### src/rtl/sram_icb_arb_if.sv
// ICB bus bundle: one command channel and one response channel.
// master modport: drives commands and rsp_ready; slave modport: drives
// cmd_ready and the response fields.
// Parameters: AW address width, DW data width (wmask is DW/8 bits).
interface sram_icb_arb_if #(
    parameter int unsigned AW = 32,
    parameter int unsigned DW = 32
);
    logic              icb_cmd_valid;
    logic              icb_cmd_ready;
    logic [AW-1:0]     icb_cmd_addr;
    logic              icb_cmd_read;
    logic [DW-1:0]     icb_cmd_wdata;
    logic [DW/8-1:0]   icb_cmd_wmask;
    logic              icb_rsp_valid;
    logic              icb_rsp_ready;
    logic              icb_rsp_err;
    logic [DW-1:0]     icb_rsp_rdata;

    modport master (
        output icb_cmd_valid, icb_cmd_addr, icb_cmd_read, icb_cmd_wdata, icb_cmd_wmask,
        output icb_rsp_ready,
        input  icb_cmd_ready, icb_rsp_valid, icb_rsp_err, icb_rsp_rdata
    );

    modport slave (
        input  icb_cmd_valid, icb_cmd_addr, icb_cmd_read, icb_cmd_wdata, icb_cmd_wmask,
        input  icb_rsp_ready,
        output icb_cmd_ready, icb_rsp_valid, icb_rsp_err, icb_rsp_rdata
    );
endinterface

### src/rtl/sram_icb_arb.sv
// Two-master ICB arbiter in front of a single SRAM port, one transaction
// outstanding. Commands pass through combinationally in IDLE; read responses
// are routed combinationally to the owner; writes get a locally generated
// response (the SRAM only answers reads).
// Ports: clk, rst_n (async active-low), m0/m1 (slave side of each master's
//        ICB bus), sram (master side of the SRAM ICB bus).
// Build option: define SRAM_ARB_RR_EN for round-robin arbitration; otherwise
//        fixed priority m0 over m1.
module sram_icb_arb #(
    parameter int unsigned AW = 32,
    parameter int unsigned DW = 32
) (
    input  logic           clk,
    input  logic           rst_n,
    sram_icb_arb_if.slave  m0,
    sram_icb_arb_if.slave  m1,
    sram_icb_arb_if.master sram
);
    localparam int unsigned MW = DW / 8;

    typedef enum logic [1:0] {IDLE, RD_WAIT, WR_RSP} state_t;

    state_t          state;
    logic            owner;
    logic            winner;
    logic            win_valid;
    logic [AW-1:0]   win_addr;
    logic            win_read;
    logic [DW-1:0]   win_wdata;
    logic [MW-1:0]   win_wmask;
    logic            owner_rsp_ready;
    logic            cmd_fire;

`ifdef SRAM_ARB_RR_EN
    logic            ptr;

    // Pointer breaks ties only; a lone requester always wins.
    always_comb begin
        winner = (m0.icb_cmd_valid && m1.icb_cmd_valid) ? ptr : m1.icb_cmd_valid;
    end
`else
    always_comb begin
        winner = !m0.icb_cmd_valid && m1.icb_cmd_valid;
    end
`endif

    // Winner's command fields
    always_comb begin
        win_valid = winner ? m1.icb_cmd_valid : m0.icb_cmd_valid;
        win_addr  = winner ? m1.icb_cmd_addr  : m0.icb_cmd_addr;
        win_read  = winner ? m1.icb_cmd_read  : m0.icb_cmd_read;
        win_wdata = winner ? m1.icb_cmd_wdata : m0.icb_cmd_wdata;
        win_wmask = winner ? m1.icb_cmd_wmask : m0.icb_cmd_wmask;
    end

    assign owner_rsp_ready = owner ? m1.icb_rsp_ready : m0.icb_rsp_ready;
    assign cmd_fire        = (state == IDLE) && win_valid && sram.icb_cmd_ready;

    // Command forwarding and response routing
    always_comb begin
        sram.icb_cmd_valid = 1'b0;
        sram.icb_cmd_addr  = win_addr;
        sram.icb_cmd_read  = win_read;
        sram.icb_cmd_wdata = win_wdata;
        sram.icb_cmd_wmask = win_wmask;
        sram.icb_rsp_ready = 1'b0;
        m0.icb_cmd_ready   = 1'b0;
        m1.icb_cmd_ready   = 1'b0;
        m0.icb_rsp_valid   = 1'b0;
        m0.icb_rsp_err     = 1'b0;
        m0.icb_rsp_rdata   = DW'(0);
        m1.icb_rsp_valid   = 1'b0;
        m1.icb_rsp_err     = 1'b0;
        m1.icb_rsp_rdata   = DW'(0);
        case (state)
            IDLE: begin
                sram.icb_cmd_valid = win_valid;
                m0.icb_cmd_ready   = !winner && sram.icb_cmd_ready;
                m1.icb_cmd_ready   = winner && sram.icb_cmd_ready;
            end
            RD_WAIT: begin
                sram.icb_rsp_ready = owner_rsp_ready;
                if (owner) begin
                    m1.icb_rsp_valid = sram.icb_rsp_valid;
                    m1.icb_rsp_err   = sram.icb_rsp_err;
                    m1.icb_rsp_rdata = sram.icb_rsp_rdata;
                end else begin
                    m0.icb_rsp_valid = sram.icb_rsp_valid;
                    m0.icb_rsp_err   = sram.icb_rsp_err;
                    m0.icb_rsp_rdata = sram.icb_rsp_rdata;
                end
            end
            WR_RSP: begin
                if (owner) m1.icb_rsp_valid = 1'b1;
                else       m0.icb_rsp_valid = 1'b1;
            end
            default: ;
        endcase
    end

    // Transaction FSM, owner and arbitration pointer
    always_ff @(posedge clk or negedge rst_n) begin
        if (!rst_n) begin
            state <= IDLE;
            owner <= 1'b0;
`ifdef SRAM_ARB_RR_EN
            ptr   <= 1'b0;
`endif
        end else begin
            case (state)
                IDLE: begin
                    if (cmd_fire) begin
                        owner <= winner;
                        state <= win_read ? RD_WAIT : WR_RSP;
`ifdef SRAM_ARB_RR_EN
                        ptr   <= !winner;
`endif
                    end
                end
                RD_WAIT: begin
                    if (sram.icb_rsp_valid && owner_rsp_ready) state <= IDLE;
                end
                WR_RSP: begin
                    if (owner_rsp_ready) state <= IDLE;
                end
                default: state <= IDLE;
            endcase
        end
    end
endmodule

### src/flat_wrapper.sv
// flat-port wrapper written by rule: the top's interface ports become plain ports
module sram_icb_arb_flat 
#(
    parameter int unsigned AW = 32,
    parameter int unsigned DW = 32
)
  (clk, rst_n, m0_icb_cmd_valid, m0_icb_cmd_addr, m0_icb_cmd_read, m0_icb_cmd_wdata, m0_icb_cmd_wmask, m0_icb_rsp_ready, m0_icb_cmd_ready, m0_icb_rsp_valid, m0_icb_rsp_err, m0_icb_rsp_rdata, m1_icb_cmd_valid, m1_icb_cmd_addr, m1_icb_cmd_read, m1_icb_cmd_wdata, m1_icb_cmd_wmask, m1_icb_rsp_ready, m1_icb_cmd_ready, m1_icb_rsp_valid, m1_icb_rsp_err, m1_icb_rsp_rdata, sram_icb_cmd_valid, sram_icb_cmd_addr, sram_icb_cmd_read, sram_icb_cmd_wdata, sram_icb_cmd_wmask, sram_icb_rsp_ready, sram_icb_cmd_ready, sram_icb_rsp_valid, sram_icb_rsp_err, sram_icb_rsp_rdata);
  sram_icb_arb_if #(.AW(AW), .DW(DW)) m0_i ();
  sram_icb_arb_if #(.AW(AW), .DW(DW)) m1_i ();
  sram_icb_arb_if #(.AW(AW), .DW(DW)) sram_i ();
  input  logic clk;
  input  logic rst_n;
  input wire logic [$bits(m0_i.icb_cmd_valid)-1:0] m0_icb_cmd_valid;
  input wire logic [$bits(m0_i.icb_cmd_addr)-1:0] m0_icb_cmd_addr;
  input wire logic [$bits(m0_i.icb_cmd_read)-1:0] m0_icb_cmd_read;
  input wire logic [$bits(m0_i.icb_cmd_wdata)-1:0] m0_icb_cmd_wdata;
  input wire logic [$bits(m0_i.icb_cmd_wmask)-1:0] m0_icb_cmd_wmask;
  input wire logic [$bits(m0_i.icb_rsp_ready)-1:0] m0_icb_rsp_ready;
  output wire logic [$bits(m0_i.icb_cmd_ready)-1:0] m0_icb_cmd_ready;
  output wire logic [$bits(m0_i.icb_rsp_valid)-1:0] m0_icb_rsp_valid;
  output wire logic [$bits(m0_i.icb_rsp_err)-1:0] m0_icb_rsp_err;
  output wire logic [$bits(m0_i.icb_rsp_rdata)-1:0] m0_icb_rsp_rdata;
  input wire logic [$bits(m1_i.icb_cmd_valid)-1:0] m1_icb_cmd_valid;
  input wire logic [$bits(m1_i.icb_cmd_addr)-1:0] m1_icb_cmd_addr;
  input wire logic [$bits(m1_i.icb_cmd_read)-1:0] m1_icb_cmd_read;
  input wire logic [$bits(m1_i.icb_cmd_wdata)-1:0] m1_icb_cmd_wdata;
  input wire logic [$bits(m1_i.icb_cmd_wmask)-1:0] m1_icb_cmd_wmask;
  input wire logic [$bits(m1_i.icb_rsp_ready)-1:0] m1_icb_rsp_ready;
  output wire logic [$bits(m1_i.icb_cmd_ready)-1:0] m1_icb_cmd_ready;
  output wire logic [$bits(m1_i.icb_rsp_valid)-1:0] m1_icb_rsp_valid;
  output wire logic [$bits(m1_i.icb_rsp_err)-1:0] m1_icb_rsp_err;
  output wire logic [$bits(m1_i.icb_rsp_rdata)-1:0] m1_icb_rsp_rdata;
  output wire logic [$bits(sram_i.icb_cmd_valid)-1:0] sram_icb_cmd_valid;
  output wire logic [$bits(sram_i.icb_cmd_addr)-1:0] sram_icb_cmd_addr;
  output wire logic [$bits(sram_i.icb_cmd_read)-1:0] sram_icb_cmd_read;
  output wire logic [$bits(sram_i.icb_cmd_wdata)-1:0] sram_icb_cmd_wdata;
  output wire logic [$bits(sram_i.icb_cmd_wmask)-1:0] sram_icb_cmd_wmask;
  output wire logic [$bits(sram_i.icb_rsp_ready)-1:0] sram_icb_rsp_ready;
  input wire logic [$bits(sram_i.icb_cmd_ready)-1:0] sram_icb_cmd_ready;
  input wire logic [$bits(sram_i.icb_rsp_valid)-1:0] sram_icb_rsp_valid;
  input wire logic [$bits(sram_i.icb_rsp_err)-1:0] sram_icb_rsp_err;
  input wire logic [$bits(sram_i.icb_rsp_rdata)-1:0] sram_icb_rsp_rdata;
  assign m0_i.icb_cmd_valid = m0_icb_cmd_valid;
  assign m0_i.icb_cmd_addr = m0_icb_cmd_addr;
  assign m0_i.icb_cmd_read = m0_icb_cmd_read;
  assign m0_i.icb_cmd_wdata = m0_icb_cmd_wdata;
  assign m0_i.icb_cmd_wmask = m0_icb_cmd_wmask;
  assign m0_i.icb_rsp_ready = m0_icb_rsp_ready;
  assign m0_icb_cmd_ready = m0_i.icb_cmd_ready;
  assign m0_icb_rsp_valid = m0_i.icb_rsp_valid;
  assign m0_icb_rsp_err = m0_i.icb_rsp_err;
  assign m0_icb_rsp_rdata = m0_i.icb_rsp_rdata;
  assign m1_i.icb_cmd_valid = m1_icb_cmd_valid;
  assign m1_i.icb_cmd_addr = m1_icb_cmd_addr;
  assign m1_i.icb_cmd_read = m1_icb_cmd_read;
  assign m1_i.icb_cmd_wdata = m1_icb_cmd_wdata;
  assign m1_i.icb_cmd_wmask = m1_icb_cmd_wmask;
  assign m1_i.icb_rsp_ready = m1_icb_rsp_ready;
  assign m1_icb_cmd_ready = m1_i.icb_cmd_ready;
  assign m1_icb_rsp_valid = m1_i.icb_rsp_valid;
  assign m1_icb_rsp_err = m1_i.icb_rsp_err;
  assign m1_icb_rsp_rdata = m1_i.icb_rsp_rdata;
  assign sram_icb_cmd_valid = sram_i.icb_cmd_valid;
  assign sram_icb_cmd_addr = sram_i.icb_cmd_addr;
  assign sram_icb_cmd_read = sram_i.icb_cmd_read;
  assign sram_icb_cmd_wdata = sram_i.icb_cmd_wdata;
  assign sram_icb_cmd_wmask = sram_i.icb_cmd_wmask;
  assign sram_icb_rsp_ready = sram_i.icb_rsp_ready;
  assign sram_i.icb_cmd_ready = sram_icb_cmd_ready;
  assign sram_i.icb_rsp_valid = sram_icb_rsp_valid;
  assign sram_i.icb_rsp_err = sram_icb_rsp_err;
  assign sram_i.icb_rsp_rdata = sram_icb_rsp_rdata;
  sram_icb_arb #(.AW(AW), .DW(DW)) u_core (.clk(clk), .rst_n(rst_n), .m0(m0_i), .m1(m1_i), .sram(sram_i));
endmodule
### config.mk
export PLATFORM = sky130hd
export DESIGN_NAME = sram_icb_arb_flat
export DESIGN_NICKNAME = d
export VERILOG_FILES = /design/src/rtl/sram_icb_arb_if.sv /design/src/rtl/sram_icb_arb.sv /design/src/flat_wrapper.sv
export SDC_FILE = /design/constraint.sdc
export NUM_CORES = 1
export LEC_CHECK = 0
export BUFFER_PORTS_ARGS = -buffer_cell sky130_fd_sc_hd__buf_2
export CAP_MARGIN = 20
export CORE_AREA = 2 2 126 128
export DETAILED_ROUTE_END_ITERATION = 8
export DIE_AREA = 0 0 128 130
export SLEW_MARGIN = 20
export SYNTH_ARGS = -nofsm -noshare
export SYNTH_HDL_FRONTEND = slang
export SYNTH_SLANG_ARGS = --single-unit
export TNS_END_PERCENT = 100
### constraint.sdc
create_clock -name clk -period 2.9 [get_ports clk]
set_input_delay 0.29 -clock clk [delete_from_list [all_inputs] [get_ports clk]]
set_output_delay 0.29 -clock clk [all_outputs]
set_load 0.01 [all_outputs]
## Yosys cells after proc, flatten, opt, wreduce, memory -nomap -nowiden

Cells that the tools add are included.

| storage, ports and cells | value |
|---|---|
| register bits | 3 |
| input port bits | 179 |
| output and inout port bits | 141 |
| word-level logic and storage cells | 47 |

| cells by class | value |
|---|---|
| equality and inequality tests | 5 |
| muxes and demuxes | 29 |
| reduce and logical (&&, ||, !) cells | 11 |

Operators by type and width:

| kind | number |
|---|---|
| $mux W32 | 6 |
| $mux W1 | 15 |
| $mux W2 | 4 |
| $logic_and A1 B1 Y1 | 6 |
| $ne A2 B1 Y1 const B | 3 |
| $pmux W2 S3 | 1 |
| $mux W4 | 1 |
| $pmux W1 S2 | 2 |
| $reduce_and A3 Y1 | 1 |
| $eq A2 B1 Y1 const B | 1 |
| $eq A2 B2 Y1 const B | 1 |
| $logic_not A1 Y1 | 2 |
| $logic_not A2 Y1 | 1 |
| $reduce_and A2 Y1 | 1 |

## Depth between registers and ports, before layout

Gate-level depths: netlist (run 1).

| depth | value |
|---|---|
| depth in word-level cells | 7 |
| depth in mapped cells | 6 |
| depth with buffers taken out | 5 |

## Least setup slack after synthesis (run 1)

OpenSTA, ideal clock, no wires.

| path | value |
|---|---|
| path kind | register -> output |
| start | register u_core.state[1] |
| end | output port m0_icb_rsp_rdata[10] |
| arrival | 1.264 ns |
| required time | 2.610 ns |
| setup slack | 1.346 ns |
| stages on the path, launching flop included | 7 |
| buffers on the path | 2 |
| cells stage by stage | dfrtp_1 inv_1 ha_1 buf_2 nor2b_2 clkbuf_2 and2_1 |

| on the way | value |
|---|---|
| word-level cells in the longest chain between the ends | 2 |

RTL lines:

| element | line | source |
|---|---|---|
| start, declared | sram_icb_arb.sv:23 | `state_t state;` |
| start signal, assigned | sram_icb_arb.sv:114 | `state <= win_read ? RD_WAIT : WR_RSP;` |
| $eq A2 B1 Y1 | sram_icb_arb.sv:75 | `case (state)` |
| $mux W32 | sram_icb_arb.sv:75 |  |
| end, declared | flat_wrapper.sv:22 | `output wire logic [$bits(m0_i.icb_rsp_rdata)-1:0] m0_icb_rsp_rdata;` |

Every way passes these cells.

## Worst setup path in the final report (run 1)

| path | value |
|---|---|
| start | register u_core.state[1] |
| end | output port m0_icb_rsp_rdata[21] |

Same word-level chain as after synthesis.

==> results.yml, run 1 <==
timing:
  maxSlewViolCount: 0
  layout_min_cycle_time_ns: 2.20
  slew_headroom_pct: 58.1
  finalSetupViolations: 0
  worst_pin_slew_ns: 0.627
  final-hold-violation-count: 0
  rsz0062_at_grt: "false"
  finalSetupTns_ns: 0
  fmax_ghz: 0.455
  finClkSkew_ns: 0.0000778
  fin_crit_sh_pct: 75.9
  fin_ws_ns: 0.700
power_and_ir_drop:
  total_power_w: 0.00130
  pwr_density_cell_mw_per_mm2: 373
  p_leak_nw: 2.15
  clkPwrFrac_pct: 16.7
  sequentialPowerShare_pct: 5.4
  combPwrFrac_pct: 77.8
  internal_power_w: 0.000709
  swShare_pct: 45.3
  p_sw_w: 0.000589
  vdd_drop_max_uv: 156
critical_path:
  path_max_fanout: 37
  path_class: "register to primary output"
  crit_required_ns: 2.61
  crit_arrival_ns: 1.91
  r2r_cells: 4
  end_kind: "primary output"
  start_kind: "register"
floorplanning:
  rows: 46
  core_mm2: 0.0154
  initial_utilization_pct: 10.5
  die_area_mm2: 0.0166
  ioPinCount: 320
  die_w_um: 128
  die_y_um: 130
synth:
  yosys.area.top_type: "mux2_2"
  yosysTopAreaCellShare_pct: 47.2
  ys_ff_latch: 3
  synth_most_common_cell: "mux2_2"
  synthDistinctLibCells: 27
  ys.warnings.count: 0
  ys_top_cells_by_count: "mux2_2, and3_1, and2_1"
  yosysSeqAreaShare_pct: 4.63
  netlist_instances: 186
  ys.flop_type: "dfrtp_1"
  async_flop_share_pct: 100
  syn_area_per_cell_um2: 8.72
  syn-num-nets: 368
  synth.area.top_cells: "mux2_2, and3_1, and2_1"
  syn-cell-area_mm2: 0.00162
  synth_edf_count: 0
final_layout:
  fin_util_pct: 22.6
  drive_above_1_share_pct: 80.8
  diodes: 0
  area_growth_pct: 115
  layout.nets: 682
global_route:
  grt_pass1_wl_um: 13500
  antenna_found_initial: 0
  grt_pass1_vias: 2291
  grt.total_usage_pct: 10.7
  grt_max_degree: 38
  overflow: 0
clocking:
  clock-root-buffer: "clkbuf_16"
  cts_tree: "done"
  cts_buffers: 3
  clk-insertion-delay-late_ns: 0.22
  clkSinkCount: 3
  clk_path_buf_depth: 2
  path_clk_slew_ns: 0.03
  htree_levels: 1
  cts_resized: 0
hold_path:
  hp-class: "input port to register"
  hold_depth: 4
drt:
  highest_layer: "met4"
  num_vias: 2589
  wl_met3_um: 856
  drtIter0Drc: 55
  wl_met1_um: 4090
  routed_wl_um: 10100
  wire_per_inst_um: 14.7
  wl_met2_um: 5020
  ant_nets: 0
  viasPerCell: 3.75
  drc_errors: 0
  dr.pass1.iters: 4
placed_design:
  pre_cts_ws_ns: 0.856
  gp_congestion: 0.874
  numPortBuffers: 319
  dp_hpwl_um: 9160
run:
  drv_cap: 0
status:
  status: "finished clean"
power groups by stage:
stage                     sequential [W]  combinational, W  clock, W
after floorplan                0.0000700          0.000572         0
after global placement         0.0000709           0.00104         0
after detailed placement       0.0000713           0.00103         0
after CTS                      0.0000708           0.00103  0.000221
after global routing           0.0000744           0.00112  0.000225
final                          0.0000706           0.00101  0.000217
layout make-up:
cell class / count / area, um^2
multi-input combinational: 159 / 1370
tap: 192 / 240
fill: 1713 / 11900
clock buffer: 4 / 78.8
inverter: 4 / 15.0
sequential: 3 / 75.1
timing repair buffer: 329 / 1700
kinds of logic (layout without fill, tap and decap cells):
kind of cell / Yosys count / after routing / share of synthesized area (%)
and+or+nand+nor: 76 / 76 / 29.5
muxes: 71 / 71 / 49.3
buffers and inverters: 24 / 337 / 10.7
AOI/OAI and AO/OA: 9 / 9 / 3.55
adders and majority gates: 3 / 3 / 2.31
DFF: 3 / 3 / 4.63
final timing paths:
check | start | endpoint | slack [ns]
setup / recovery | u_core.state[1] | m0_icb_rsp_rdata[21] | 0.70
hold / removal | m1_icb_cmd_read | u_core.state[1] | 0.38
setup reg to reg | u_core.owner | u_core.state[0] | 1.27
hold reg to reg | u_core.state[1] | u_core.state[1] | 0.57
max in group asynchronous | rst_n | u_core.state[0] | 2.40
min in group asynchronous | rst_n | u_core.state[1] | 0.39
cells in the final DEF (no fill, tap or decap), types with 2 or more instances in the layout:
master | Yosys | final
dfrtp_1 | 3 | 3
and3_1 | 34 | 34
nand2_1 | 3 | 3
a31oi_1 | 2 | 2
and2_1 | 33 | 33
clkbuf_16 | 0 | 3
o21ai_0 | 2 | 2
buf_4 | 0 | 7
buf_12 | 0 | 2
mux2_2 | 68 | 68
a21oi_1 | 2 | 2
mux2i_1 | 2 | 2
inv_1 | 3 | 3
ha_1 | 3 | 3
buf_2 | 1 | 319
state kept, by name (all words and copies together) (netlist names):
signal / cells
u_core.state: 2
u_core.owner: 1
layer usage:
metal	GRT usage (%)	up-vias
met3	2.05	8
met4	2.65	0
li1	-	1288
met5	0	-
met2	19.6	182
met1	12.8	1111
critical path: stages, from the launching register on:
cell and delay (ns):
dfrtp_1 0.36, inv_1 0.10, ha_1 0.15, buf_4 0.27, nor2b_2 0.19, buf_4 0.26
and2_1 0.20, buf_2 0.14
stage by stage:
stage	hold WS, ns	instance area [um^2]	instances
6_report	0.381	3480	691
5_1_grt	0.400	3480	691
4_1_cts	0.384	3480	691
3_5_place_dp	0.0906	3390	686
3_3_place_gp	0.0908	3390	686
2_1_floorplan	-0.00559	1620	186
what timing repair did:
item / 4_1_cts / 5_1_grt
endpoints found under the hold margin: 3 / 0
setup endpoints to repair: 0 / 0
hold buffers: 1 / 0
setup buffers: 0 / 0
Note: power is estimated with default switching activity, not from simulation.
==> run 2, diff against run 1 <==
Settings changed: ABC_AREA set to 1, CORE_AREA 2 2 126 128 to 2 2 124 126, DIE_AREA 0 0 128 130 to 0 0 126 128.
Clock period 2.9 ns to 2.2 ns, I/O delays scaled along.
==> run 2 against run 1 <==
Critical path depth shrank 1. Routed wire length fell by 2.6%. Largest cell class unchanged. Core utilization increased by 0.67 points.
==> results.yml, run 2 <==
global_route:
  grt_pass1_wl_um: 14300
  grt_pass1_vias: 2828
  grt.total_usage_pct: 11.1
  antenna_found_initial: 1
  overflow: 0
  grt_max_degree: 69
drt:
  num_vias: 3202
  drc_errors: 0
  routed_wl_um: 9870
  dr.pass1.iters: 4
  ant_nets: 0
  drtIter0Drc: 56
  viasPerCell: 3.65
  wire_per_inst_um: 11.3
critical_path:
  r2r_start: "u_core.state[0]"
  rrSetupSlack_ns: 0.83
  cp_cell_sequence: "inv_1 -> ha_1 -> nand2_1 -> buf_4 -> nor2_1 -> buf_2"
  crit_required_ns: 1.98
  end_kind: "primary output"
  path_max_fanout: 33
  setup.worst_path.start: "u_core.state[1]"
  crit_arrival_ns: 1.49
  start_kind: "register"
  endpoint: "m1_icb_rsp_rdata[24]"
  r2r_cells: 7
  cpPeakStageDelay_ns: 0.38
  crit_slowest_cell: "dfrtp_1"
  worstReg2RegEnd: "u_core.state[0]"
  path_class: "register to primary output"
final_layout:
  layout_commonest_cell: "buf_2"
  drive_above_1_share_pct: 48.0
  layout_common_cells: "buf_2, nand2_1, nor2_1"
  top_register: "u_core.state"
  layout.nets: 871
  seq_area_um2: 75.1
  fin_util_pct: 23.2
  multi_input_area_mm2: 0.00122
  finalNonFillerCells: 877
  area_growth_pct: 119
  reg_top3: "u_core.state (2), u_core.owner (1)"
  fill_cells: 1767
  largest_register_ffs: 2
clocking:
  clkSinkCount: 3
  cts_tree: "done"
  clock-root-buffer: "clkbuf_16"
  cts_buffers: 3
  post_cts_buffers: 0
  htree_levels: 1
  clk-insertion-delay-late_ns: 0.22
  clk_path_buf_depth: 2
  path_clk_slew_ns: 0.03
placed_design:
  dp_cells: 871
  dp_hpwl_um: 8990
  gp_congestion: 0.785
  numPortBuffers: 319
synth:
  syn_area_per_cell_um2: 4.15
  netlist_instances: 380
  synth_edf_count: 0
  synth.area.top_cells: "nand2_1, nor2_1, inv_1"
  yosys.area.top_type: "nand2_1"
  ys_ff_latch: 3
  ys.flop_type: "dfrtp_1"
  ys.warnings.count: 0
  yosysSeqAreaShare_pct: 4.76
  syn-cell-area_mm2: 0.00158
  syn-num-nets: 562
  ys_top_cells_by_count: "nand2_1, nor2_1, inv_1"
  yosysTopAreaCellShare_pct: 53.1
  synth_most_common_cell: "nand2_1"
  synthDistinctLibCells: 16
  async_flop_share_pct: 100
floorplanning:
  die_y_um: 128
  rows: 45
  ioPinCount: 320
  die_area_mm2: 0.0161
  die_w_um: 126
  initial_utilization_pct: 10.6
  core_mm2: 0.0149
timing:
  layout_min_cycle_time_ns: 1.71
  finalSetupTns_ns: 0
  hold_ws_ns: 0.369
  slew_headroom_pct: 79.8
  rsz0062_at_grt: "false"
  maxSlewViolCount: 0
  finClkSkew_ns: 0.000511
  finalSetupViolations: 0
  fin_crit_sh_pct: 77.5
  worst_pin_slew_ns: 0.303
  final-hold-violation-count: 0
  fmax_ghz: 0.586
status:
  status: "finished clean"
power_and_ir_drop:
  pwr_density_cell_mw_per_mm2: 463
  vdd_drop_max_uv: 225
  p_leak_nw: 2.56
hold_path:
  hp-class: "input port to asynchronous set/reset pin"
run:
  drv_cap: 0
## run 2: changes by cell type in the layout (fill, tap and decap cells not counted), sizes merged, moves of 2 or more
cell   before  now
nor2b       3    0
inv         4   44
and2       33    0
mux2i       3    0
mux2       68    0
nand3       0    5
nand2       3  224
a31oi       2    0
nor2        1   78
buf       328  323
and3       34    0
## run 2: routing by layer
metal	global-route usage (%)	routed length, um	vias up
met5	0	0	-
met4	3.30	90	0
met3	1.63	819	2
met2	21.4	5090	188
met1	12.4	3870	1307
li1	-	-	1705
## run 2: layout make-up
cell class / count / share of cell area [%]
Inverter: 44 / 4.78
Sequential cell: 3 / 2.17
Timing Repair Buffer: 324 / 48.5
Tap cell: 188 / 6.81
Multi-Input combinational cell: 313 / 35.4
Antenna cell: 1 / 0.0724
Clock buffer: 4 / 2.28
## run 2: cells by family after synthesis
group | share of synthesized area [%]
fa+ha+maj | 2.38
simple gates | 74.1
flops | 4.76
buf+inv | 17.6
compound gates | 1.11
## run 2: what timing repair did
item | 4_1_cts | 5_1_grt
hold buffers | 1 | 0
hold endpoints to repair | 3 | 0
gates resized for setup | 0 | 0
## run 2: worst min-delay path by stage
stage               start  cells after the start  slack [ns]               to
CTS                 rst_n                      2        0.40  u_core.state[1]
global placement    rst_n                      1        0.02     u_core.owner
global route        rst_n                      2        0.42  u_core.state[0]
floorplan           rst_n                      0       -0.08     u_core.owner
finish              rst_n                      2        0.37  u_core.state[1]
detailed placement  rst_n                      1        0.02     u_core.owner
## run 2: through the flow
| step | worst slack, ns | power (W) | area, um^2 |
|---|---|---|---|
| 3_5_place_dp | 0.648 | 0.00134 | 3360 |
| 4_1_cts | 0.475 | 0.00164 | 3450 |
| 3_3_place_gp | 0.657 | 0.00134 | 3360 |
| 6_report | 0.495 | 0.00160 | 3450 |
| 2_1_floorplan | 0.869 | 0.000751 | 1580 |
| 5_1_grt | 0.371 | 0.00177 | 3450 |
## run 2: where the power goes
group          internal [W]  total, W  switching, W
registers         0.0000801  0.000107     0.0000265
logic              0.000500   0.00121      0.000706
clock network      0.000239  0.000287     0.0000477
## run 2: critical path, delay by kind of cell (launching register included)
family / cells / cell delay [ns]
buf+inv: 3 / 0.45
fa+ha+maj: 1 / 0.22
simple gates: 2 / 0.20
flops: 1 / 0.38
